**src/rtl/tx_hp_pkg.sv**
```systemverilog
// Shared definitions for the TX huge-page scheduler: FSM state encoding,
// address/size constants and the completion-notification word layout.
package tx_hp_pkg;

  localparam int QW_BYTES = 8;
  localparam int PAGE_4K  = 4096;
  localparam int CHUNK_W  = 10;

  // One-hot encoding keeps the next-state decode to single-bit tests.
  typedef enum logic [4:0] {
    S_IDLE      = 5'b00001,
    S_ISSUE     = 5'b00010,
    S_WAIT_DONE = 5'b00100,
    S_NOTIFY    = 5'b01000,
    S_RELEASE   = 5'b10000
  } state_t;

  // Completion word written to the host buffer.
  typedef struct packed {
    logic [30:0] rsvd;
    logic        page_idx;  // 0 = page1, 1 = page2
    logic [31:0] qwords;    // original page length
  } notify_data_t;

  function automatic logic [63:0] pack_notify(input logic page_idx, input logic [31:0] qwords);
    notify_data_t d;
    d.rsvd     = '0;
    d.page_idx = page_idx;
    d.qwords   = qwords;
    return d;
  endfunction

endpackage

```
**src/rtl/tx_huge_page_sched_if.sv**
```systemverilog
// Read-request and notification handshakes between the scheduler (master)
// and the TX read-request / notification TLP engines (slave).
interface tx_huge_page_sched_if;

  logic        rd_req;
  logic [63:0] rd_req_addr;
  logic [9:0]  rd_req_qwords;
  logic        rd_req_ack;
  logic        rd_done;
  logic        notify_req;
  logic [63:0] notify_addr;
  logic [63:0] notify_data;
  logic        notify_ack;

  modport master (
    output rd_req, rd_req_addr, rd_req_qwords, notify_req, notify_addr, notify_data,
    input  rd_req_ack, rd_done, notify_ack
  );

  modport slave (
    input  rd_req, rd_req_addr, rd_req_qwords, notify_req, notify_addr, notify_data,
    output rd_req_ack, rd_done, notify_ack
  );

endinterface

```
**src/rtl/tx_hp_chunk_calc.sv**
```systemverilog
// Combinational chunk sizing: the largest read that fits the remaining page
// length, the engine's maximum, and the space left before the next 4KB line.
module tx_hp_chunk_calc
  import tx_hp_pkg::*;
#(
  parameter int MAX_RD_QWORDS = 64
) (
  input  logic [31:0]        i_rem,      // qwords still to read
  input  logic [8:0]         i_addr_qw,  // address bits [11:3]: qword offset inside the 4KB line
  output logic [CHUNK_W-1:0] o_chunk
);

  localparam logic [CHUNK_W-1:0] LINE_QW = CHUNK_W'(PAGE_4K / QW_BYTES);
  localparam logic [CHUNK_W-1:0] MAX_QW  = CHUNK_W'(MAX_RD_QWORDS);

  logic [CHUNK_W-1:0] w_room_qw;
  logic [CHUNK_W-1:0] w_cap;

  // Three-way minimum; room is always 1..512 because the offset is at most 511.
  always_comb begin
    // NOTE: every always_comb output gets a default first so no path can infer a latch.
    w_room_qw = LINE_QW - {1'b0, i_addr_qw};
    w_cap     = (w_room_qw < MAX_QW) ? w_room_qw : MAX_QW;
    o_chunk   = (i_rem < {22'd0, w_cap}) ? i_rem[CHUNK_W-1:0] : w_cap;
  end

endmodule

```
**src/rtl/tx_huge_page_sched.sv**
```systemverilog
// TX huge-page scheduler: serves the two driver pages in strict alternation,
// reads each one out in 4KB-safe chunks (one outstanding at a time), posts a
// completion notification, then pulses the page free.
module tx_huge_page_sched
  import tx_hp_pkg::*;
#(
  parameter int MAX_RD_QWORDS = 64
) (
  input  logic        trn_clk,
  input  logic        reset,
  input  logic        enable,
  input  logic [63:0] huge_page_addr_1,
  input  logic [63:0] huge_page_addr_2,
  input  logic [31:0] huge_page_qwords_1,
  input  logic [31:0] huge_page_qwords_2,
  input  logic        huge_page_status_1,
  input  logic        huge_page_status_2,
  output logic        huge_page_free_1,
  output logic        huge_page_free_2,
  input  logic [63:0] completed_buffer_address,
  tx_huge_page_sched_if.master bus,
  output logic        busy
);

  state_t              r_state;
  logic                r_ptr;          // 0 = page1, 1 = page2
  logic [63:0]         r_cur_addr;
  logic [31:0]         r_rem;
  logic [31:0]         r_page_qwords;
  logic                r_rd_req;
  logic [63:0]         r_rd_req_addr;
  logic [CHUNK_W-1:0]  r_rd_req_qwords;
  logic                r_notify_req;
  logic [63:0]         r_notify_addr;
  logic [63:0]         r_notify_data;
  logic                r_free_1;
  logic                r_free_2;

  logic [63:0]         w_sel_addr;
  logic [31:0]         w_sel_qwords;
  logic                w_sel_status;
  logic [31:0]         w_chunk_rem;
  logic [8:0]          w_chunk_addr_qw;
  logic [CHUNK_W-1:0]  w_chunk;

  // Only the page under the pointer is ever considered, which enforces alternation.
  assign w_sel_addr   = r_ptr ? huge_page_addr_2   : huge_page_addr_1;
  assign w_sel_qwords = r_ptr ? huge_page_qwords_2 : huge_page_qwords_1;
  assign w_sel_status = r_ptr ? huge_page_status_2 : huge_page_status_1;

  // In IDLE the first chunk is sized straight from the page inputs so rd_req can
  // rise on the cycle after the unlock is seen; afterwards from the running state.
  assign w_chunk_rem     = (r_state == S_IDLE) ? w_sel_qwords     : r_rem;
  assign w_chunk_addr_qw = (r_state == S_IDLE) ? w_sel_addr[11:3] : r_cur_addr[11:3];

  tx_hp_chunk_calc #(
    .MAX_RD_QWORDS(MAX_RD_QWORDS)
  ) u_chunk_calc (
    .i_rem     (w_chunk_rem),
    .i_addr_qw (w_chunk_addr_qw),
    .o_chunk   (w_chunk)
  );

  // Page FSM with all handshake outputs registered.
  always_ff @(posedge trn_clk or posedge reset) begin
    if (reset) begin
      // NOTE: sequential state uses non-blocking assignments so every register samples pre-edge values.
      r_state         <= S_IDLE;
      r_ptr           <= 1'b0;
      r_cur_addr      <= '0;
      r_rem           <= '0;
      r_page_qwords   <= '0;
      r_rd_req        <= 1'b0;
      r_rd_req_addr   <= '0;
      r_rd_req_qwords <= '0;
      r_notify_req    <= 1'b0;
      r_notify_addr   <= '0;
      r_notify_data   <= '0;
      r_free_1        <= 1'b0;
      r_free_2        <= 1'b0;
    end else begin
      unique case (r_state)
        S_IDLE: begin
          if (enable && w_sel_status) begin
            r_cur_addr    <= w_sel_addr;
            r_rem         <= w_sel_qwords;
            r_page_qwords <= w_sel_qwords;
            r_notify_addr <= completed_buffer_address;
            if (w_sel_qwords == 32'd0) begin
              r_notify_req  <= 1'b1;
              r_notify_data <= pack_notify(r_ptr, w_sel_qwords);
              r_state       <= S_NOTIFY;
            end else begin
              r_rd_req        <= 1'b1;
              r_rd_req_addr   <= w_sel_addr;
              r_rd_req_qwords <= w_chunk;
              r_state         <= S_ISSUE;
            end
          end
        end

        S_ISSUE: begin
          if (bus.rd_req_ack) begin
            r_cur_addr <= r_cur_addr + 64'(r_rd_req_qwords) * 64'(QW_BYTES);
            r_rem      <= r_rem - 32'(r_rd_req_qwords);
            r_rd_req   <= 1'b0;
            r_state    <= S_WAIT_DONE;
          end
        end

        S_WAIT_DONE: begin
          if (bus.rd_done) begin
            if (r_rem == 32'd0) begin
              r_notify_req  <= 1'b1;
              r_notify_data <= pack_notify(r_ptr, r_page_qwords);
              r_state       <= S_NOTIFY;
            end else begin
              r_rd_req        <= 1'b1;
              r_rd_req_addr   <= r_cur_addr;
              r_rd_req_qwords <= w_chunk;
              r_state         <= S_ISSUE;
            end
          end
        end

        S_NOTIFY: begin
          if (bus.notify_ack) begin
            r_notify_req <= 1'b0;
            r_free_1     <= ~r_ptr;
            r_free_2     <= r_ptr;
            r_state      <= S_RELEASE;
          end
        end

        S_RELEASE: begin
          r_free_1 <= 1'b0;
          r_free_2 <= 1'b0;
          r_ptr    <= ~r_ptr;
          r_state  <= S_IDLE;
        end

        default: r_state <= S_IDLE;
      endcase
    end
  end

  assign bus.rd_req        = r_rd_req;
  assign bus.rd_req_addr   = r_rd_req_addr;
  assign bus.rd_req_qwords = r_rd_req_qwords;
  assign bus.notify_req    = r_notify_req;
  assign bus.notify_addr   = r_notify_addr;
  assign bus.notify_data   = r_notify_data;
  assign huge_page_free_1  = r_free_1;
  assign huge_page_free_2  = r_free_2;
  assign busy              = (r_state != S_IDLE);

endmodule

```
**src/flat_wrapper.sv**
```systemverilog
// flat-port wrapper written by rule: the top's interface ports become plain ports
module tx_huge_page_sched_flat import tx_hp_pkg::*;
#(
  parameter int MAX_RD_QWORDS = 64
)
  (trn_clk, reset, enable, huge_page_addr_1, huge_page_addr_2, huge_page_qwords_1, huge_page_qwords_2, huge_page_status_1, huge_page_status_2, huge_page_free_1, huge_page_free_2, completed_buffer_address, busy, bus_rd_req, bus_rd_req_addr, bus_rd_req_qwords, bus_notify_req, bus_notify_addr, bus_notify_data, bus_rd_req_ack, bus_rd_done, bus_notify_ack);
  tx_huge_page_sched_if bus_i ();
  input  logic trn_clk;
  input  logic reset;
  input  logic enable;
  input  logic [63:0] huge_page_addr_1;
  input  logic [63:0] huge_page_addr_2;
  input  logic [31:0] huge_page_qwords_1;
  input  logic [31:0] huge_page_qwords_2;
  input  logic huge_page_status_1;
  input  logic huge_page_status_2;
  output logic huge_page_free_1;
  output logic huge_page_free_2;
  input  logic [63:0] completed_buffer_address;
  output logic busy;
  output wire logic [$bits(bus_i.rd_req)-1:0] bus_rd_req;
  output wire logic [$bits(bus_i.rd_req_addr)-1:0] bus_rd_req_addr;
  output wire logic [$bits(bus_i.rd_req_qwords)-1:0] bus_rd_req_qwords;
  output wire logic [$bits(bus_i.notify_req)-1:0] bus_notify_req;
  output wire logic [$bits(bus_i.notify_addr)-1:0] bus_notify_addr;
  output wire logic [$bits(bus_i.notify_data)-1:0] bus_notify_data;
  input wire logic [$bits(bus_i.rd_req_ack)-1:0] bus_rd_req_ack;
  input wire logic [$bits(bus_i.rd_done)-1:0] bus_rd_done;
  input wire logic [$bits(bus_i.notify_ack)-1:0] bus_notify_ack;
  assign bus_rd_req = bus_i.rd_req;
  assign bus_rd_req_addr = bus_i.rd_req_addr;
  assign bus_rd_req_qwords = bus_i.rd_req_qwords;
  assign bus_notify_req = bus_i.notify_req;
  assign bus_notify_addr = bus_i.notify_addr;
  assign bus_notify_data = bus_i.notify_data;
  assign bus_i.rd_req_ack = bus_rd_req_ack;
  assign bus_i.rd_done = bus_rd_done;
  assign bus_i.notify_ack = bus_notify_ack;
  tx_huge_page_sched #(.MAX_RD_QWORDS(MAX_RD_QWORDS)) u_core (.trn_clk(trn_clk), .reset(reset), .enable(enable), .huge_page_addr_1(huge_page_addr_1), .huge_page_addr_2(huge_page_addr_2), .huge_page_qwords_1(huge_page_qwords_1), .huge_page_qwords_2(huge_page_qwords_2), .huge_page_status_1(huge_page_status_1), .huge_page_status_2(huge_page_status_2), .huge_page_free_1(huge_page_free_1), .huge_page_free_2(huge_page_free_2), .completed_buffer_address(completed_buffer_address), .bus(bus_i), .busy(busy));
endmodule
```
**config.mk**
```make
export PLATFORM = sky130hd
export DESIGN_NAME = tx_huge_page_sched_flat
export DESIGN_NICKNAME = d
export VERILOG_FILES = /design/src/rtl/tx_hp_pkg.sv /design/src/rtl/tx_huge_page_sched_if.sv /design/src/rtl/tx_hp_chunk_calc.sv /design/src/rtl/tx_huge_page_sched.sv /design/src/flat_wrapper.sv
export SDC_FILE = /design/constraint.sdc
export NUM_CORES = 1
export LEC_CHECK = 0
export BUFFER_PORTS_ARGS = -buffer_cell sky130_fd_sc_hd__buf_2
export CAP_MARGIN = 5
export CORE_ASPECT_RATIO = 0.5
export CORE_MARGIN = 1
export CORE_UTILIZATION = 30
export DETAILED_ROUTE_END_ITERATION = 16
export PLACE_DENSITY = 0.5
export SLEW_MARGIN = 20
export SYNTH_ARGS = -nofsm -noshare
export SYNTH_HDL_FRONTEND = slang
export SYNTH_SLANG_ARGS = --single-unit
```
**constraint.sdc**
```tcl
create_clock -name trn_clk -period 12.2 [get_ports trn_clk]
set_input_delay 2.44 -clock trn_clk [delete_from_list [all_inputs] [get_ports trn_clk]]
set_output_delay 2.44 -clock trn_clk [all_outputs]
set_load 0.01 [all_outputs]
```
==> results.md, run 1 <==
- CP startpoint kind: primary input
- Worst Tran Pin Value: around 1.1 ns
- NumNets Final: ~2700
- Pwr dens: 270 mW/mm2
- Hold Path Class: reg -> reg
- Adder-Cell Fraction of Synth Area: 0.0226
- CTS tree: built
- Combinational family with the most area after synthesis: simple AND/OR/NAND/NOR gates
- Initial antenna violation count: 2
- HPWL Detailed: 40400 um
- Most used DFF post-synth: dfrtp_1
- Post-CTS Setup Inserts: 0
- WS Path Type: in -> reg
- Fin. Hold Viols: 0
- Core Rows: 61
- Synth Area per Inst: approximately 8.5 um2
- Final worst-path cycle share: 0.550
- Detailed-route DRC error count: 0
- Top cells by area, synth: dfrtp_1, nand2_1, o21ai_0
- Post-synth EDFFs: 0
- Initial Util: 0.307
- Status: finished, final reports clean
- Synth cell types: 78
- Clk_lat worst skew: 0.53 ns
- Seq/Total Area, Yosys: 0.447
- Io pins: between 400 and 500
- GP Congestion: 0.851
- Comb pwr share: 0.481
- Placed Instance Area: 0.0200 mm2
- Pre-CTS setup slack: 4.96 ns
- CTS resizes: 0
- Area of the core: 0.0563 mm2
- Vias in the first global route: between 15000 and 20000
- Final Skew: 0.0235 ns
- Total Wirelength: about 57000 um
- Via/cell ratio: 4.99
- Final Setup Violations: 0
- Fillers: 5888
- Max-Cap Viols: 0
- Gr ovfl total: 0
- Sw frac: 0.451
- Die X: approximately 340 um
- Internal power: 3150 uW
- Max-slew headroom: 0.280
- DR vias: between 15000 and 20000
- Num Clock Sinks: slightly above 300
- First DRT Iteration DRCs: 985
- Antenna Nets Post-Route: 0
- Syn Inst Count: 2023
- Lkg Pwr: 0.0101 uW
- Tot Pwr: around 5700 uW
- Hold_buf cts: 0
- Num CTS Buffers: 35
- I/O Buffers: 439
- Root Driver: clkbuf_16
- Arr. time, crit path: 7.12 ns
- Mapped Area: 0.0173 mm2
- CP max FO: 15
- Synth Area in Compound Gates: 0.182
- WP data required: 12.62 ns
- Fraction of registers with async set or reset after synthesis: 1.00
- Clock share of power: 0.195
- Slew Viols, Final: 0
- Post-route cell area: 0.0212 mm2
- All-layer global routing usage: 0.191
- Post-synth top area cell: dfrtp_1
- VDD IR max: 188 uV
- Max H-tree Level: 2
- RSZ-0062 raised after global routing: false
- Top-area cell type share of the netlist area: 0.446
- Synth-to-layout area growth: 22.8%
- Setup ws final: approximately 5.5 ns
- Die ar.: 0.0586 mm2
- Post-DR wirelength/cell: 18.1 um
- Share of cells above drive strength 1: 0.245
- Synth Area in Simple Gates: 0.206
- Yosys warns: 0
- Yosys reg bits: 309
- Sequential share of power: 0.324
- Hold_ws: between 0.4 and 0.5 ns
- Largest net degree at the start of global routing: 114
- Peak Freq: roughly 150 MHz
- Crit path time final: about 6.7 ns
- ANT cells: 0
- Synth Area in XOR/XNOR: 0.00760
- Chip height: 172 um
- Multiplexer share of the synthesized area: 0.0835
- Deepest clock path buffer count: 3
- Setup TNS: 0 ns
- Global-route wire length before repair: 88500 um
- CP Capture Type: flop
- Worst-path clk slew: ~0.07 ns
- NetSw: 2580 uW
- DR pass1 iterations: 5
==> metal layers <==
metal	GRT usage	vias to the layer above	wire [um]
li1	-	7819	-
met1	0.261	7643	26300
met2	0.318	313	27700
met3	0.0295	61	2330
met4	0.0433	2	1010
met5	0	-	17
==> synthesized netlist by cell type, drive strengths merged, types with 7 or more instances <==
master and count:
dfrtp 308, nor2b 8, nor2 114, a31oi 15
and3 24, o21a 7, a311oi 13, nand3 53
o21ai 241, ha 28, nand2 481, buf 71
a21o 21, a211oi 11, a22o 7, o211ai 13
mux2 41, xnor2 11, nor4 22, or3 10
nor3 40, inv 26, nand4 16, mux2i 98
or4 10, a21oi 123, clkbuf 92, and2 13
a2bb2oi 11
==> power groups by stage <==
stage	Sequential, uW	Clock [uW]	Combinational [uW]
2_1_floorplan	1870	0	1860
3_3_place_gp	1860	0	2720
3_5_place_dp	1860	0	2770
4_1_cts	1850	1160	2770
5_1_grt	1920	1200	3120
6_report	1850	1120	2750
==> worst max-delay path, stage by stage <==
cell and delay [ns]:
buf_2 0.10, mux2i_1 0.33, nor3_1 0.09, a21oi_1 0.26
ha_1 0.27, or4b_2 0.59, o32ai_1 0.26, mux2_2 0.39
nor2_1 0.36, nand2_1 0.14, ha_1 0.32, a21o_1 0.16
a21o_1 0.17, a21oi_1 0.15, o221ai_1 0.18, a211oi_4 0.54
nor4b_1 0.11, a211o_1 0.28
==> stage by stage <==
step,cells,utilization
final,3173,0.377
after global routing,3173,0.377
after CTS,3172,0.377
after detailed placement,3110,0.356
after global placement,3110,0.356
after floorplan,2053,-
==> registers in the layout, indices dropped and copies added, names as in the netlist, 5 cells and up <==
name / cells
u_core.bus.notify_addr: 64
u_core.r_rem: 32
u_core.r_cur_addr: 64
u_core.r_page_qwords: 32
u_core.bus.notify_data: 33
u_core.bus.rd_req_qwords: 10
u_core.r_state: 5
u_core.bus.rd_req_addr: 64
==> kinds of logic (layout without fill, tap and decap cells) <==
kind of cell / count (synthesis) / in the layout
AOI/OAI and AO/OA: 526 / 526
xor gates and xnor gates: 15 / 15
adders and majority gates: 30 / 30
buffers and inverters: 189 / 553
DFF: 309 / 309
muxes: 139 / 139
other: 2 / 32
and+or+nand+nor: 813 / 813
==> layout make-up <==
class	count	area, um2	share of cell area
timing repair buffer	465	2400	0.113
multi-input combinational	1555	8860	0.417
clock inverter	19	219	0.0103
clock buffer	43	966	0.0455
inverter	26	105	0.00495
tap	756	946	0.0446
sequential	309	7740	0.364
==> cell usage in the layout, fill, tap and decap left out, types with 21 or more instances in the layout <==
cell	count
a21o_1	21
and3_1	24
nand3_1	53
nor3_1	38
o21ai_0	240
clkbuf_16	35
nor2_1	111
buf_4	25
dfrtp_1	307
mux2_2	41
nor4_1	21
inv_1	24
ha_1	28
mux2i_1	98
buf_2	439
a21oi_1	123
conb_1	32
nand2_1	480
==> worst paths after layout <==
path,startpoint,to,slack [ns],cells after the start
hold / removal,u_core.bus.notify_addr[46],u_core.bus.notify_addr[46],0.47,2
max in group asynchronous,reset,u_core.bus.notify_data[20],7.73,4
min in group asynchronous,reset,u_core.bus.rd_req_addr[49],2.06,2
hold reg to reg,u_core.bus.notify_addr[46],u_core.bus.notify_addr[46],0.47,2
setup reg to reg,u_core.r_state[2],u_core.bus.rd_req_qwords[0],6.21,18
setup / recovery,huge_page_addr_2[3],u_core.bus.rd_req_qwords[0],5.49,18
Power figures use the tool's default switching activity.
==> run 2, diff against run 1 <==
==> constraint.sdc (replaced) <==
create_clock -name trn_clk -period 6.8 [get_ports trn_clk]
set_input_delay 1.36 -clock trn_clk [delete_from_list [all_inputs] [get_ports trn_clk]]
set_output_delay 1.36 -clock trn_clk [all_outputs]
set_load 0.01 [all_outputs]
==> results.md, run 2 (synthesis results as in run 1) <==
- Final Setup Violations: 0 (unchanged)
- Worst-path clk slew: 0.06 ns (about the same)
- Slowest CP cell: or4b_2
- Worst Tran Pin Value: 1.09 ns (+0.00811 ns)
- Io pins: 471 (unchanged)
- Crit path time final: 5.95 ns
- Deepest clock path buffer count: 3 (unchanged)
- Gr ovfl total: 0 (unchanged)
- DR vias: 15900 (+0.13%)
- Slew Viols, Final: 0 (unchanged)
- Core Rows: 61 (unchanged)
- ANT cells: 0 (unchanged)
- Max-slew headroom: 0.275 (-0.00541)
- First DRT Iteration DRCs: 1068 (+8.4%)
- Worst R2R Start: u_core.r_state[2]
- CP peak stage delay: 0.60 ns (about the same)
- Die ar.: 0.0586 mm2 (unchanged)
- Num Clock Sinks: 309 (unchanged)
- All-layer global routing usage: 0.188 (-0.00258)
- Post-DR wirelength/cell: 17.9 um (-1.1%)
- Post-route cell area: 0.0213 mm2 (+0.56%)
- Die X: 341 um (unchanged)
- Reg-to-Reg End: u_core.bus.rd_req_qwords[0]
- Arr. time, crit path: 6.37 ns (-0.75 ns)
- Root Driver: clkbuf_16
- Chip height: 172 um (unchanged)
- GP Congestion: 0.887 (+4.3%)
- RSZ-0062 raised after global routing: false
- Vias in the first global route: 15000 (-0.17%)
- Max-Cap Viols: 0 (unchanged)
- Initial antenna violation count: 0 (-2)
- CP startpoint kind: flop
- Share of cells above drive strength 1: 0.243 (-0.00165)
- Num CTS Buffers: 34 (-2.9%)
- Synth-to-layout area growth: 23.5%
- Fin util: 0.379 (+0.00211)
- Area of the multi-input gates: 0.00886 mm2 (unchanged)
- Final worst-path cycle share: 0.874
- CTS resizes: 0 (unchanged)
- VDD IR max: 410 uV (+120%)
- Area of the core: 0.0563 mm2 (unchanged)
- FF/Latch Area: 0.00774 mm2 (unchanged)
- Placed Instance Area: 0.0201 mm2 (+0.23%)
- Max H-tree Level: 2 (unchanged)
- Final Skew: 0.0195 ns (-0.00403 ns)
- HPWL Detailed: 40000 um (-1.0%)
- Fillers: 5852 (-0.61%)
- CP max FO: 29 (+14)
- R2R cell count: 18 (unchanged)
- CP Buf/Inv Count: 1 (unchanged)
- Lkg Pwr: 0.0102 uW (+0.42%)
- CP Capture Type: flop
- Setup TNS: 0 ns (unchanged)
- CTS tree: built
- Detailed-route DRC error count: 0 (unchanged)
- Fin. Hold Viols: 0 (unchanged)
- Hold_buf cts: 0 (unchanged)
- Pwr dens: 489 mW/mm2 (+81%)
- Via/cell ratio: 5.00 (+0.13%)
- Status: finished, final reports clean
- WP data required: 7.23 ns (-5.39 ns)
- Crit path from: u_core.r_state[2]
- NumNets Final: 2685 (-0.037%)
- DR pass1 iterations: 5 (unchanged)
- Largest delay share family, worst path: simple AND/OR/NAND/NOR gates
- Largest net degree at the start of global routing: 142 (+25%)
- Global-route wire length before repair: 87200 um (-1.5%)
- Most common cell after layout, fill and taps aside: nand2_1
- Antenna Nets Post-Route: 0 (unchanged)
- Total Wirelength: 56800 um (-1.1%)
- Hold Path Class: reg -> reg
- WS Path Type: reg -> reg
- R2r setup slk: 0.85 ns (-5.36 ns)
- Worst path depth: 18 (unchanged)
- Post-CTS Setup Inserts: 0 (unchanged)
- Clk_lat worst skew: 0.54 ns (about the same)
- Critical path endpoint: u_core.bus.rd_req_qwords[0]
- CP Cell Sequence: or3_1, nor2_8, inv_2, a21oi_1, ha_1, or4b_2, o32ai_1, mux2_2, nor2_1, nand2_1, ha_1, a21o_1, a21o_1, a21oi_1, o221ai_1, a211oi_4, nor4b_1, a211o_1
- Initial Util: 0.307 (unchanged)
- I/O Buffers: 439 (unchanged)
- Peak Freq: 168 MHz
- Commonest non-fill, non-tap cells in the layout: nand2_1, buf_2, dfrtp_1
[run 2: changes by cell type in the layout (fill, tap and decap cells not counted), moves of 2 or more]
cell / previous run / this run
clkbuf_8: 6 / 1
bufinv_16: 4 / 8
clkbuf_1: 2 / 6
buf_12: 0 / 3
buf_4: 25 / 22
clkinv_2: 7 / 4
clkbuf_16: 35 / 37
inv_6: 2 / 0
[run 2: report_power, final]
group          total [uW]  switching [uW]  leakage (uW)  internal, uW
clock                2150             839      0.000608          1310
sequential           3320             639       0.00379          2680
combinational        4960            3130       0.00576          1830
total               10400            4610        0.0102          5820
[run 2: through the flow]
step           setup slack (ns)  total power, uW  std cells  hold WS, ns
2_1_floorplan              1.33             6700       2053        0.445
3_3_place_gp              0.712             8260       3110        0.453
3_5_place_dp              0.617             8360       3111        0.457
4_1_cts                   0.891            10600       3173        0.474
5_1_grt                   0.481            11400       3173        0.490
6_report                  0.854            10400       3173        0.469
[run 2: worst register-to-register path: stages, from the launching register on]
cell,delay (ns)
dfrtp_1,0.43
or3_1,0.58
nor2_8,0.31
inv_2,0.27
a21oi_1,0.32
ha_1,0.27
or4b_2,0.60
o32ai_1,0.26
mux2_2,0.40
nor2_1,0.39
nand2_1,0.15
ha_1,0.32
a21o_1,0.16
a21o_1,0.16
a21oi_1,0.13
o221ai_1,0.17
a211oi_4,0.53
nor4b_1,0.10
a211o_1,0.28
[run 2: worst min path at each step]
stage / start / to / slack, ns / depth (start not counted)
floorplan: u_core.r_cur_addr[0] / u_core.r_cur_addr[0] / 0.44 / 2
global placement: u_core.bus.notify_addr[14] / u_core.bus.notify_addr[14] / 0.45 / 2
detailed placement: u_core.bus.notify_addr[37] / u_core.bus.notify_addr[37] / 0.46 / 2
CTS: u_core.bus.notify_addr[62] / u_core.bus.notify_addr[62] / 0.47 / 2
global route: u_core.bus.rd_req_addr[44] / u_core.bus.rd_req_addr[44] / 0.49 / 2
finish: u_core.bus.notify_addr[60] / u_core.bus.notify_addr[60] / 0.47 / 2
[run 2: per-layer routing]
metal | GRT usage | wire, um
met1 | 0.255 | 26200
met2 | 0.310 | 27100
met3 | 0.0316 | 2330
met4 | 0.0497 | 1190
met5 | 0 | 0
[run 2: area by class of cell]
type / instances / area share
tap: 756 / 0.0443
sequential: 309 / 0.362
inverter: 26 / 0.00475
multi-input combinational: 1555 / 0.415
clock buffer: 44 / 0.0451
clock inverter: 18 / 0.0144
timing repair buffer: 465 / 0.114
==> run 3, diff against run 2 <==
--- a/config.mk
+++ b/config.mk
@@ -7,11 +7,14 @@
 export LEC_CHECK = 0
 export BUFFER_PORTS_ARGS = -buffer_cell sky130_fd_sc_hd__buf_2
 export CAP_MARGIN = 5
+export CELL_PAD_IN_SITES_DETAIL_PLACEMENT = 1
+export CELL_PAD_IN_SITES_GLOBAL_PLACEMENT = 1
 export CORE_ASPECT_RATIO = 0.5
 export CORE_MARGIN = 1
-export CORE_UTILIZATION = 30
+export CORE_UTILIZATION = 39
 export DETAILED_ROUTE_END_ITERATION = 16
-export PLACE_DENSITY = 0.5
+export PLACE_DENSITY = 0.8
+export SKIP_LAST_GASP = 1
 export SLEW_MARGIN = 20
 export SYNTH_ARGS = -nofsm -noshare
 export SYNTH_HDL_FRONTEND = slang
==> results.md, run 3 (synthesis results as in run 1) <==
- Status: finished, final reports clean
- Chip height: 151 um (-12%)
- Placed Instance Area: 0.0198 mm2 (-1.2%)
- CP Cell Sequence: or3_1, nor2_8, inv_2, a21oi_1, ha_1, or4b_2, o32ai_1, mux2_2, nor2_1, nand2_1, ha_1, a21o_1, a21o_1, a21oi_1, o221ai_1, a211oi_4, nor4b_1, a211o_1
- Detailed-route DRC error count: 0 (unchanged)
- Num CTS Buffers: 31 (-8.8%)
- Peak Freq: 167 MHz (-0.87%)
- Max-Cap Viols: 0 (unchanged)
- GP Congestion: 0.902 (+1.7%)
- Final Setup Violations: 0 (unchanged)
- DR pass1 iterations: 5 (unchanged)
- HPWL Detailed: 41900 um (+4.5%)
- Synth-to-layout area growth: 20.8%
- Hold_ws: 0.470 ns (+0.00106 ns)
- Root Driver: clkbuf_16
- Slowest CP cell: or4b_2
- Hold EP: u_core.bus.notify_addr[55]
- Die ar.: 0.0452 mm2 (-23%)
- CP Capture Type: flop
- Commonest non-fill, non-tap cells in the layout: nand2_1, buf_2, dfrtp_1
- Final Skew: 0.0266 ns (+0.00712 ns)
- Hold Path Origin: u_core.bus.notify_addr[55]
- Initial Util: 0.396 (+0.0887)
- Largest delay share family, worst path: simple AND/OR/NAND/NOR gates
- Worst path depth: 18 (unchanged)
- NumNets Final: 2681 (-0.15%)
- First DRT Iteration DRCs: 955 (-11%)
- Post-CTS Setup Inserts: 0 (unchanged)
- Worst R2R Start: u_core.r_state[2]
- Max H-tree Level: 1 (-1)
- Hold Path Cell Cnt: 2 (unchanged)
- Fin. Hold Viols: 0 (unchanged)
- Fillers: 5367 (-8.3%)
- Share of cells above drive strength 1: 0.242 (-0.000740)
- Post-DR wirelength/cell: 19.5 um (+9.1%)
- Post-route cell area: 0.0209 mm2 (-2.2%)
- WS Path Type: reg -> reg
- Core Rows: 54 (-11%)
- Num Clock Sinks: 309 (unchanged)
- Via/cell ratio: 5.46 (+9.3%)
- Global-route wire length before repair: 91600 um (+5.0%)
- Setup ws final: 0.802 ns (-0.0524 ns)
- CTS resizes: 0 (unchanged)
- Pre-CTS setup slack: 0.595 ns (-0.0221 ns)
- CP Buf/Inv Count: 1 (unchanged)
- CP max FO: 29 (unchanged)
- Gr ovfl total: 0 (unchanged)
- Total Wirelength: 58600 um (+3.1%)
- Vias in the first global route: 16700 (+11%)
- CP peak stage delay: 0.61 ns (about the same)
- Hold_buf cts: 0 (unchanged)
- Pwr dens: 486 mW/mm2 (-0.49%)
- Largest net degree at the start of global routing: 159 (+12%)
- Clk_lat worst skew: 0.59 ns (+0.05 ns)
- All-layer global routing usage: 0.253 (+0.0646)
- Final worst-path cycle share: 0.882 (+0.00771)
- RSZ-0062 raised after global routing: false
- CP startpoint kind: flop
- Initial antenna violation count: 2 (+2)
- Cell Count, Final, Fillers Out: 3000 (-5.5%)
- Most common cell after layout, fill and taps aside: nand2_1
- Reg-to-Reg End: u_core.bus.rd_req_qwords[0]
- Arr. time, crit path: 6.48 ns (+0.11 ns)
- Antenna Nets Post-Route: 0 (unchanged)
- Area of the core: 0.0436 mm2 (-22%)
- Crit path from: u_core.r_state[2]
- Lkg Pwr: 0.0100 uW (-1.2%)
- ANT cells: 0 (unchanged)
- Worst-path clk slew: 0.07 ns (about the same)
- Deepest clock path buffer count: 3 (unchanged)
- I/O Buffers: 439 (unchanged)
- Cells after DPL: 2941 (-5.5%)
- Slew Viols, Final: 0 (unchanged)
- Crit path time final: 6.00 ns (+0.0524 ns)
- DR vias: 16400 (+3.3%)
- R2r setup slk: 0.80 ns (-0.05 ns)
- Die X: 300 um (-12%)
- R2R cell count: 18 (unchanged)
- Max-slew headroom: 0.311 (+0.0359)
- CTS tree: built
- Worst Tran Pin Value: 1.03 ns (-0.0576 ns)
- Io pins: 471 (unchanged)
- WP data required: 7.28 ns (+0.05 ns)
- Setup TNS: 0 ns (unchanged)
- VDD IR max: 282 uV (-31%)
- Hold Path Class: reg -> reg
## run 3: per-stage QoR
step | total power [uW] | utilization
2_1_floorplan | 6700 | -
6_report | 10200 | 0.478
3_3_place_gp | 8150 | 0.455
5_1_grt | 11000 | 0.478
4_1_cts | 10200 | 0.478
3_5_place_dp | 8400 | 0.455
## run 3: layout make-up
class	instances	area, um2	share of cell area
Multi-Input combinational cell	1555	8860	0.424
Sequential cell	309	7740	0.370
Timing Repair Buffer	464	2420	0.116
Clock buffer	41	863	0.0413
Tap cell	588	736	0.0352
Clock inverter	17	160	0.00767
Inverter	26	101	0.00485
## run 3: layer usage
| layer | up-vias | wire length [um] | track usage |
|---|---|---|---|
| li1 | 7781 | - | - |
| met1 | 8102 | 26400 | 0.336 |
| met2 | 387 | 27700 | 0.425 |
| met3 | 113 | 2650 | 0.0410 |
| met4 | 2 | 1830 | 0.0793 |
| met5 | - | 13 | 0 |
## run 3: worst max path at each step
stage / endpoint / slack, ns
5_1_grt: u_core.bus.rd_req_qwords[0] / 0.40
6_report: u_core.bus.rd_req_qwords[0] / 0.80
4_1_cts: u_core.bus.rd_req_qwords[0] / 0.83
3_5_place_dp: u_core.bus.rd_req_qwords[0] / 0.60
2_1_floorplan: u_core.bus.notify_addr[0] / 1.33
3_3_place_gp: u_core.bus.rd_req_qwords[0] / 0.80
## run 3: power by group
part	switching (uW)	internal, uW	total [uW]
clock	801	974	1770
sequential	668	2690	3350
combinational	3240	1790	5030
total	4710	5450	10200
## run 3: worst min-delay path, delay by kind of cell (launching register included)
family / cells / cell delay (ns)
flip-flops: 1 / 0.33
AND/OR/NAND/NOR: 2 / 0.10
